### src/rtl/mem_access_pkg.sv
// Shared types, default geometry and the address range check for the
// load/store bus initiator in front of the synchronous word memory.
package mem_access_pkg;

  localparam int AW_DEF        = 16;
  localparam int DW_DEF        = 16;
  localparam int MEM_DEPTH_DEF = 1024;
  localparam int LEN_W_DEF     = 4;

  typedef enum logic [2:0] {
    IDLE,
    ERR,
    WRITE,
    WACK,
    READ,
    DRAIN
  } state_e;

  // last_addr is the highest word a request would touch, already widened so
  // that a carry out of the address width shows up as a large value.
  function automatic logic range_err(input logic [31:0] last_addr,
                                     input logic [31:0] depth);
    return (last_addr > (depth - 32'd1));
  endfunction

endpackage

### src/rtl/mem_access_ctrl.sv
// Bus initiator: single-beat writes and incrementing burst reads from the
// load/store unit onto a 1-cycle-latency synchronous word memory.
module mem_access_ctrl
  import mem_access_pkg::*;
#(
  parameter int AW        = AW_DEF,
  parameter int DW        = DW_DEF,
  parameter int MEM_DEPTH = MEM_DEPTH_DEF,
  parameter int LEN_W     = LEN_W_DEF
) (
  input  logic             clk,
  input  logic             reset,
  input  logic             req_valid,
  output logic             req_ready,
  input  logic             req_write,
  input  logic [AW-1:0]    req_addr,
  input  logic [DW-1:0]    req_wdata,
  input  logic [LEN_W-1:0] req_len,
  output logic             rsp_valid,
  output logic [DW-1:0]    rsp_data,
  output logic             rsp_last,
  output logic             rsp_err,
  output logic [AW-1:0]    mem_address,
  output logic [DW-1:0]    mem_data_in,
  output logic             mem_write_enable,
  input  logic [DW-1:0]    mem_data_out
);

  state_e             state_q, state_d;
  logic [AW-1:0]      mem_address_q, mem_address_d;
  logic [DW-1:0]      mem_data_in_q, mem_data_in_d;
  logic               mem_we_q, mem_we_d;
  logic               rsp_valid_q, rsp_valid_d;
  logic               rsp_last_q, rsp_last_d;
  logic               rsp_err_q, rsp_err_d;
  logic [LEN_W-1:0]   len_q, len_d;
  logic [LEN_W-1:0]   issue_cnt_q, issue_cnt_d;

  // One extra bit so a 16-bit wrap of addr+len is caught as out of range.
  logic [AW:0] end_addr;
  logic        req_err;

  assign end_addr = req_write ? {1'b0, req_addr}
                              : ({1'b0, req_addr} + (AW+1)'(req_len));
  assign req_err  = range_err(32'(end_addr), 32'(MEM_DEPTH));

  always_comb begin
    state_d       = state_q;
    mem_address_d = mem_address_q;
    mem_data_in_d = mem_data_in_q;
    mem_we_d      = 1'b0;
    rsp_valid_d   = 1'b0;
    rsp_last_d    = 1'b0;
    rsp_err_d     = 1'b0;
    len_d         = len_q;
    issue_cnt_d   = issue_cnt_q;
    unique case (state_q)
      IDLE: begin
        if (req_valid) begin
          len_d       = req_len;
          issue_cnt_d = '0;
          if (req_err) begin
            state_d     = ERR;
            rsp_valid_d = 1'b1;
            rsp_last_d  = 1'b1;
            rsp_err_d   = 1'b1;
          end else if (req_write) begin
            state_d       = WRITE;
            mem_address_d = req_addr;
            mem_data_in_d = req_wdata;
            mem_we_d      = 1'b1;
          end else begin
            state_d       = READ;
            mem_address_d = req_addr;
          end
        end
      end
      ERR:   state_d = IDLE;
      WRITE: begin
        state_d     = WACK;
        rsp_valid_d = 1'b1;
        rsp_last_d  = 1'b1;
      end
      WACK:  state_d = IDLE;
      READ: begin
        // The address on the bus this cycle returns data next cycle as a beat.
        rsp_valid_d = 1'b1;
        if (issue_cnt_q == len_q) begin
          state_d    = DRAIN;
          rsp_last_d = 1'b1;
        end else begin
          issue_cnt_d   = issue_cnt_q + LEN_W'(1);
          mem_address_d = mem_address_q + AW'(1);
        end
      end
      DRAIN:   state_d = IDLE;
      default: state_d = IDLE;
    endcase
  end

  always_ff @(posedge clk or posedge reset) begin
    if (reset) begin
      state_q       <= IDLE;
      mem_address_q <= '0;
      mem_data_in_q <= '0;
      mem_we_q      <= 1'b0;
      rsp_valid_q   <= 1'b0;
      rsp_last_q    <= 1'b0;
      rsp_err_q     <= 1'b0;
      len_q         <= '0;
      issue_cnt_q   <= '0;
    end else begin
      state_q       <= state_d;
      mem_address_q <= mem_address_d;
      mem_data_in_q <= mem_data_in_d;
      mem_we_q      <= mem_we_d;
      rsp_valid_q   <= rsp_valid_d;
      rsp_last_q    <= rsp_last_d;
      rsp_err_q     <= rsp_err_d;
      len_q         <= len_d;
      issue_cnt_q   <= issue_cnt_d;
    end
  end

  assign req_ready        = (state_q == IDLE);
  assign rsp_valid        = rsp_valid_q;
  assign rsp_last         = rsp_last_q;
  assign rsp_err          = rsp_err_q;
  assign mem_address      = mem_address_q;
  assign mem_data_in      = mem_data_in_q;
  assign mem_write_enable = mem_we_q;
  assign rsp_data = (rsp_valid_q && !rsp_err_q && (state_q == READ || state_q == DRAIN))
                    ? mem_data_out : '0;

endmodule

### config.mk
export PLATFORM = sky130hd
export DESIGN_NAME = mem_access_ctrl
export DESIGN_NICKNAME = d
export VERILOG_FILES = /design/src/rtl/mem_access_pkg.sv /design/src/rtl/mem_access_ctrl.sv
export SDC_FILE = /design/constraint.sdc
export NUM_CORES = 1
export LEC_CHECK = 0
export ABC_AREA = 1
export BUFFER_PORTS_ARGS = -buffer_cell sky130_fd_sc_hd__buf_2
export CAP_MARGIN = 0
export CORE_ASPECT_RATIO = 0.5
export CORE_MARGIN = 4
export CORE_UTILIZATION = 45
export CTS_BUF_LIST = sky130_fd_sc_hd__clkbuf_4 sky130_fd_sc_hd__clkbuf_8 sky130_fd_sc_hd__clkbuf_16
export DETAILED_ROUTE_END_ITERATION = 7
export PLACE_DENSITY = 0.76
export RECOVER_POWER = 50
export SETUP_SLACK_MARGIN = 0.2
export SLEW_MARGIN = 5
export SYNTH_ARGS = -nofsm -noshare
export SYNTH_HDL_FRONTEND = slang
export SYNTH_SLANG_ARGS = --single-unit
### constraint.sdc
create_clock -name clk -period 1.3 [get_ports clk]
set_input_delay 0.13 -clock clk [delete_from_list [all_inputs] [get_ports clk]]
set_output_delay 0.13 -clock clk [all_outputs]
set_load 0.005 [all_outputs]
Word-level counts from Yosys, hierarchy flattened. Cells that the tools add are included.

Muxes and demuxes: 24. $add $sub $neg: 3. Bitwise gates (word level): 1. Order comparisons: 1. Equal/unequal tests: 8. Reduce and logical (&&, ||, !) cells: 12.

Operator list (count): 16-bit 2-to-1 mux (4); 16-bit case mux with 2 select lines (1); 16-bit by 4-bit adder with 17-bit output (1); 17-bit by 10-bit greater-than comparator with 1-bit output, second input constant (1); 17-bit 2-to-1 mux (1); 16-bit by 1-bit adder with 16-bit output, second input constant (1); 3-bit 2-to-1 mux (4); 3-bit case mux with 3 select lines (1); 1-bit 2-to-1 mux (8); 4-bit 2-to-1 mux (2); 2-bit inequality test, second input constant (4); 4-bit case mux with 2 select lines (1); 4-bit AND reduction (2); 3-bit == test, second input constant (2); 4-bit by 1-bit adder with 4-bit output, second input constant (1); 4-bit == test (1); 2-bit AND reduction (2); 3-bit by 2-bit == test with 1-bit output, second input constant (1); 3-bit zero test (1); 1-bit case mux with 3 select lines (1); 3-bit AND reduction (1); 1-bit logical AND (2); 1-bit case mux with 2 select lines (1); 2-bit nonzero test (1); other kinds (4) (4).

Input port bits: 56. Flip-flop bits (word level): 47.

Longest topological paths before layout. Gate-level depths: netlist (run 1).

Word-level depth: 6. Depth in mapped cells: 13.

Worst setup path before layout (run 1). OpenSTA, ideal clock, no wires.

Path type: input port to flip-flop. From: in req_addr[0]. To: reg mem_address_q[10], in the netlist mem_address[10]. Library setup time: 0.117 ns. Required time: 1.183 ns. Path slack: -0.421 ns. Stages on the path: 13. Arrival: 1.604 ns. Path buffers: 1. Cells stage by stage: ha_1 > inv_1 > fa_1 > nand3b_1 > nand2_1 > nand2_1 > nand2_2 > nand4_1 > nand2_2 > nand2_4 > buf_12 > nand2_2 > nand2_1.

Cells in the longest elaborated chain, start to end: 5.

RTL lines: start: declaration (line mem_access_ctrl.sv:16) `input logic [AW-1:0] req_addr,`; 16-bit by 4-bit adder with 17-bit output (line mem_access_ctrl.sv:44) `: ({1'b0, req_addr} + (AW+1)'(req_len));`; 17-bit 2-to-1 mux * (line mem_access_ctrl.sv:43) `assign end_addr = req_write ? {1'b0, req_addr}`; 17-bit by 10-bit greater-than comparator with 1-bit output * (line mem_access_pkg.sv:23) `return (last_addr > (depth - 32'd1));`; 2-bit inequality test (no line) *; 4-bit AND reduction (no line) *; end signal: assignment (line mem_access_ctrl.sv:114) `mem_address_q <= mem_address_d;`; end: declaration (line mem_access_ctrl.sv:30) `logic [AW-1:0] mem_address_q, mem_address_d;`.

Every way passes the cells marked *; elsewhere a longest branch is shown, timed or not. A chain may end at the register's enable or synchronous reset.

Final worst setup path (run 1).
From: reg mem_address_q[3], in the netlist mem_address[3]. To: reg mem_address_q[15], in the netlist mem_address[15].

Cells in the longest elaborated chain, start to end: 3.

RTL lines: 16-bit by 1-bit adder with 16-bit output (line mem_access_ctrl.sv:93) `mem_address_d = mem_address_q + AW'(1);`; 16-bit 2-to-1 mux (line mem_access_ctrl.sv:88) `if (issue_cnt_q == len_q) begin`; 16-bit case mux with 2 select lines (line mem_access_ctrl.sv:57) `unique case (state_q)`.

No other way between the ends. The select of a mux whose other input is x is not followed.

==> results of run 1 <==
cell usage after synthesis, types with 3 or more instances:
| library cell | number | area (um2) |
|---|---|---|
| a21oi_1 | 4 | 20.02 |
| inv_2 | 6 | 22.52 |
| o21ai_0 | 9 | 45.04 |
| buf_4 | 3 | 22.52 |
| dfrtp_1 | 47 | 1176 |
| ha_1 | 6 | 75.07 |
| mux2_2 | 3 | 33.78 |
| xor2_1 | 9 | 78.83 |
| nand2_2 | 14 | 87.58 |
| nor2_1 | 30 | 112.6 |
| xnor2_1 | 5 | 43.79 |
| nand3_1 | 36 | 180.2 |
| nand2_1 | 126 | 473.0 |
| nor3_1 | 3 | 15.01 |
| inv_1 | 40 | 150.1 |
| clkbuf_1 | 4 | 15.01 |
| nor2_4 | 3 | 33.78 |
| nand4_1 | 20 | 125.1 |
| nor2_2 | 3 | 18.77 |
registers in the layout, indices dropped and copies added (netlist names):
name,flops
rsp_err,1
rsp_last,1
len_q,4
mem_data_in,16
mem_address,16
issue_cnt_q,4
rsp_valid,1
mem_write_enable,1
state_q,3
cell type report:
type / instances / area share (%)
well taps: 88 / 2.141
clock buffers: 5 / 2.433
multi-input cells: 289 / 37.18
flip-flops and latches: 47 / 22.90
repair buffers: 208 / 31.05
inverters: 48 / 3.820
clock inverters: 3 / 0.4866
cells by family (layout without fill, tap and decap cells):
group	after synthesis	after routing
AOI/OAI and AO/OA	17	17
DFF	47	47
buffers and inverters	60	264
and+or+nand+nor	245	248
muxes	3	3
adders and majority gates	7	7
xor gates and xnor gates	14	14
metrics by stage:
stage          setup TNS [ns]  worst slack [ns]
2_1_floorplan          -9.977           -0.3361
3_3_place_gp           -17.70           -0.4862
3_5_place_dp           -19.68           -0.5274
4_1_cts                -9.713           -0.2206
5_1_grt                -24.45           -0.5159
6_report               -18.97           -0.5135
worst register-to-register path: stages (launching register included):
cell	delay, ns
dfrtp_1	0.41
nand2_1	0.13
nor2_1	0.29
nand2_2	0.17
o21ai_0	0.28
nand2_1	0.14
nand2_1	0.08
nand2_1	0.06
nand3_1	0.09
nand2_1	0.06
where the power goes:
part | internal, uW | switching [uW]
clock | 728 | 637
sequential | 1660 | 211
combinational | 1130 | 1040
total | 3530 | 1890
routing by layer:
metal	vias to the layer above	share of wire, %
li1	1673	-
met1	1784	36
met2	276	49
met3	93	9.3
met4	0	5.5
met5	-	0
timing repair:
item / CTS / global route
pin swaps: 32 / 22
endpoints found under the hold margin: 47 / 0
setup buffers: 16 / 11
endpoints found under the setup margin: 72 / 75
resized for setup: 75 / 53
gates cloned: 6 / 1
hold buffers: 1 / 0
final timing paths:
kind / from / to / slack [ns] / cells past startpoint
setup / recovery: mem_address[3]$_DFFE_PP0P_ / mem_address[15]$_DFFE_PP0P_ / -0.51 / 9
max in group asynchronous: reset / mem_address[2]$_DFFE_PP0P_ / 0.17 / 4
hold reg to reg: mem_data_in[1]$_DFFE_PP0P_ / mem_data_in[1]$_DFFE_PP0P_ / 0.47 / 2
hold / removal: req_len[0] / len_q[0]$_DFFE_PP0P_ / 0.07 / 2
min in group asynchronous: reset / rsp_err$_DFF_PP0_ / 0.63 / 4
setup reg to reg: mem_address[3]$_DFFE_PP0P_ / mem_address[15]$_DFFE_PP0P_ / -0.51 / 9
==> qor.txt, run 1 <==
outcome = finished, violations left
failing checks = negative setup slack
most common cell after layout, fill and taps aside = nand2_1
HP Class = primary input to flop
Max Cap Violations = 0
Clock transition at path regs = 0.07 ns
Peak VDD IR = 0.5148 mV
Multi-input gate area = 0.001912 mm2
Placed Cells = 645
CP top delay family = simple AND/OR/NAND/NOR gates
crit-path most repeated cell = nand2_1
synthesis warning total = 0
setup ws final = -0.5135 ns
P_leak = 0.002772 uW
fillcell total = 317
Final #Nets = 662
placed inst area = 0.004158 mm2
synthesized area per cell = 7.529 um2
WS Path Type = flop to flop
f_max = 0.5514 GHz
Final Skew = 0.005974 ns
Overflow after GRT = 0
Worst setup SP type = flop
DRC = 0
largest net degree at the start of global routing = 48
Reg area = 0.001177 mm2
Tot GR Track Use = 25.32%
hold slack = 0.07135 ns
Min Clock Period, post-route = 1.813 ns
Final period util = 139.5%
global-route wire length before repair = 16,060 um
via/cell ratio = 5.561
total power = 5420 uW
EDFF count, synth = 0
post-synthesis compound-gate area fraction = 3.214%
Max Slew Vio Count = 0
CP max stage delay = 0.41 ns
CTS tree = built
Cell Chain, Critical Path = nand2_1, nor2_1, nand2_2, o21ai_0, nand2_1, nand2_1, nand2_1, nand3_1, nand2_1
Initial Util = 47.49%
post-DP HPWL = 6285 um
Cell Count, Final, Fillers Out = 688
routability cong. = 0.8735
Adder-Cell Fraction of Synth Area = 3.214%
Synth Instances = 393
Worst Path Buf+Inv = 0
fin util = 82.53%
most frequent cells in the layout = nand2_1, buf_2, buf_4
H-tree depth = 2
Crit path required time = 1.49 ns
main combinational cell family by area after synthesis = simple AND/OR/NAND/NOR gates
Yosys reg bits = 47
Mapped Area = 0.002959 mm2
vias post-DR = 3,826
Slew headroom = 54.37%
TritonCTS Buffers = 5
vias in the first global route = 3,428
pwr/cell area = 1054 mW/mm2
syn nets = 456
most used routing layer = met2
design area = 0.005142 mm2
Clock Latency Late Sink = 0.30 ns
Initial DRT Pass Iterations = 5
Clock Sinks = 47
final wirelength = 12,710 um
Seq/Total Area, Yosys = 39.75%
routing usage on met3 = 5.245%
# port buffers = 108
Syn-to-layout area delta = 73.78%
initial antenna violation count = 0
drt initial violations = 383
Die W = 122.7 um
met2 GRT Util = 45.96%
post-synth cell types = 35
grt met1 use = 29.31%
Arr. time, crit path = 2.01 ns
xor and xnor area share after synthesis = 4.144%
antenna-violating nets left = 0
Root Driver = clkbuf_16
simple-gate share of the synthesized area = 39.58%
Die Ht = 65.34 um
Synth Flop Type = dfrtp_1
CP Capture Type = flop
slowest cell on the critical path = dfrtp_1
Antenna diodes = 0
wire per inst = 18.47 um
worst-path fanout max = 5
Slew @ Worst Pin = 0.6845 ns
row cnt = 20
IO Pins = 109
share of flip-flops with an asynchronous set or reset = 100.0%
Core Box Area = 0.006231 mm2
RSZ-0062 raised after global routing = yes
mux share of post-synthesis cell area = 1.142%
worst-case clock buffer depth = 2
die area = 0.008016 mm2
Final setup viols = 65
endpoints failing hold = 0
layout cells sized above 1 = 53.67%
(Power assumes the default switching activity.)
==> inputs of run 2 (changes only) <==
--- a/config.mk
+++ b/config.mk
@@ -5,12 +5,11 @@
 export SDC_FILE = /design/constraint.sdc
 export NUM_CORES = 1
 export LEC_CHECK = 0
-export ABC_AREA = 1
 export BUFFER_PORTS_ARGS = -buffer_cell sky130_fd_sc_hd__buf_2
 export CAP_MARGIN = 0
 export CORE_ASPECT_RATIO = 0.5
 export CORE_MARGIN = 4
-export CORE_UTILIZATION = 45
+export CORE_UTILIZATION = 44
 export CTS_BUF_LIST = sky130_fd_sc_hd__clkbuf_4 sky130_fd_sc_hd__clkbuf_8 sky130_fd_sc_hd__clkbuf_16
 export DETAILED_ROUTE_END_ITERATION = 7
 export PLACE_DENSITY = 0.76
==> qor.txt, run 2 <==
setup ws final = -0.8018 ns
most common cell in the synthesized netlist = dfrtp_1
TNS Setup = -36.76 ns
Final period util = 161.7%
global-route wire length before repair = 15,260 um
share of flip-flops with an asynchronous set or reset = 100.0%
Initial DRT Pass Iterations = 5
synthesized area per cell = 10.27 um2
Mapped Area = 0.002659 mm2
die area = 0.007426 mm2
RSZ-0062 raised after global routing = yes
Final #Nets = 514
Antenna diodes = 0
DRC = 0
Crit path required time = 1.54 ns
Tot GR Track Use = 25.52%
routability cong. = 0.8956
Synth Flop Type = dfrtp_1
Clock Latency Late Sink = 0.30 ns
Reg2Reg Setup Slack = -0.70 ns
placed inst area = 0.003880 mm2
CP Capture Type = flop
Die Ht = 62.97 um
CTS tree = built
antenna-violating nets left = 0
IO Pins = 109
post-synth cell types = 51
vias post-DR = 3,226
Overflow after GRT = 0
Arr. time, crit path = 2.34 ns
Seq/Total Area, Yosys = 44.24%
Slew headroom = 55.35%
worst-path fanout max = 7
Clock Sinks = 47
H-tree depth = 2
post-DP HPWL = 6063 um
Synth Instances = 259
TritonCTS Buffers = 5
most frequent cells in the layout = buf_2, buf_4, dfrtp_1
Final Skew = 0.007084 ns
WS Path Type = primary input to flop
Syn-to-layout area delta = 78.07%
Slew @ Worst Pin = 0.6698 ns
wire per inst = 22.84 um
worst-case clock buffer depth = 2
endpoints failing hold = 0
Max Cap Violations = 0
pwr/cell area = 1044 mW/mm2
Clock transition at path regs = 0.07 ns
total power = 4943 uW
top-area cell type share of the netlist area = 44.24%
failing checks = negative setup slack
row cnt = 19
final wirelength = 11,990 um
outcome = finished, violations left
top cells by count, synth = dfrtp_1, and2_1, nand2_1, nor2_1, nor3_1
Root Driver = clkbuf_16
Core Box Area = 0.005658 mm2
design area = 0.004735 mm2
P_leak = 0.002335 uW
Max Slew Vio Count = 0
layout cells sized above 1 = 65.93%
synthesis warning total = 0
f_max = 0.4758 GHz
initial antenna violation count = 0
Die W = 117.9 um
EDFF count, synth = 0
HP Class = primary input to flop
Final setup viols = 64
# port buffers = 108
Peak VDD IR = 0.8148 mV
Synth area leaders = dfrtp_1, mux2_4, mux2_2
most common cell after layout, fill and taps aside = buf_2
fin util = 83.68%
Initial Util = 46.99%
cell taking the most area after synthesis = dfrtp_1
syn nets = 322
drt initial violations = 271
vias in the first global route = 3,066
largest net degree at the start of global routing = 48
Worst setup SP type = primary input
via/cell ratio = 6.145
Yosys reg bits = 47
Min Clock Period, post-route = 2.102 ns
==> run 2: path summary, 6_finish.rpt <==
kind | cells past startpoint | endpoint | start
setup / recovery | 13 | issue_cnt_q[0]$_DFFE_PP0P_ | req_addr[0]
hold / removal | 2 | mem_data_in[14]$_DFFE_PP0P_ | req_wdata[14]
setup reg to reg | 6 | mem_address[13]$_DFFE_PP0P_ | len_q[1]$_DFFE_PP0P_
hold reg to reg | 1 | mem_data_in[8]$_DFFE_PP0P_ | mem_data_in[8]$_DFFE_PP0P_
max in group asynchronous | 4 | state_q[1]$_DFFE_PP0P_ | reset
min in group asynchronous | 4 | mem_data_in[9]$_DFFE_PP0P_ | reset
==> run 2: final cells by class <==
type / count / area (um2)
tap: 73 / 91.34
sequential: 47 / 1180
timing repair buffer: 199 / 1524
inverter: 11 / 47.55
clock buffer: 5 / 125.1
clock inverter: 3 / 25.02
multi-input combinational: 187 / 1742
fill: 268 / 923.4
==> run 2: metrics by stage <==
stage / instances / hold WS (ns) / worst slack, ns
finish: 525 / 0.06056 / -0.8018
global placement: 494 / 0.2143 / -0.8155
floorplan: 259 / 0.1533 / -0.8056
CTS: 511 / 0.06177 / -0.5073
detailed placement: 494 / 0.2122 / -0.9007
global route: 525 / 0.05608 / -0.8125
==> run 2: logic make-up after synthesis <==
family	synth area share [%]
xor+xnor	2.306
mux	10.12
buf+inv	4.470
fa+ha+maj	3.576
simple gates	17.32
compound gates	17.98
flops	44.24
==> run 2: repair_timing <==
action,4_1_cts,5_1_grt
cloned,2,0
hold endpoints to repair,47,0
pin swaps,29,21
gates resized for setup,55,57
setup buffers,6,14
setup endpoints to repair,68,74
hold buffers,1,0
==> run 2: worst max-delay path: stages <==
cell and delay [ns]:
buf_8 0.08, ha_4 0.13, inv_2 0.04, fa_2 0.33, nand3b_1 0.24, a211oi_2 0.31
xnor2_1 0.18, buf_4 0.16, a21oi_4 0.07, buf_12 0.15, buf_4 0.15, nor4_2 0.24
a21o_1 0.13
==> run 2: routing by layer <==
metal / global-route usage (%) / vias up / share of wire [%]
met5: 0 / - / 0
met4: 11.53 / 0 / 6.7
met3: 6.781 / 79 / 11
met2: 46.46 / 283 / 45
met1: 28.17 / 1537 / 37
li1: - / 1327 / -
==> run 2: report_power, final <==
group          leakage, uW  internal (uW)  switching, uW
combinational      0.00167            934            814
clock            0.0000708            729            645
sequential        0.000599           1640            184
total              0.00234           3300           1640
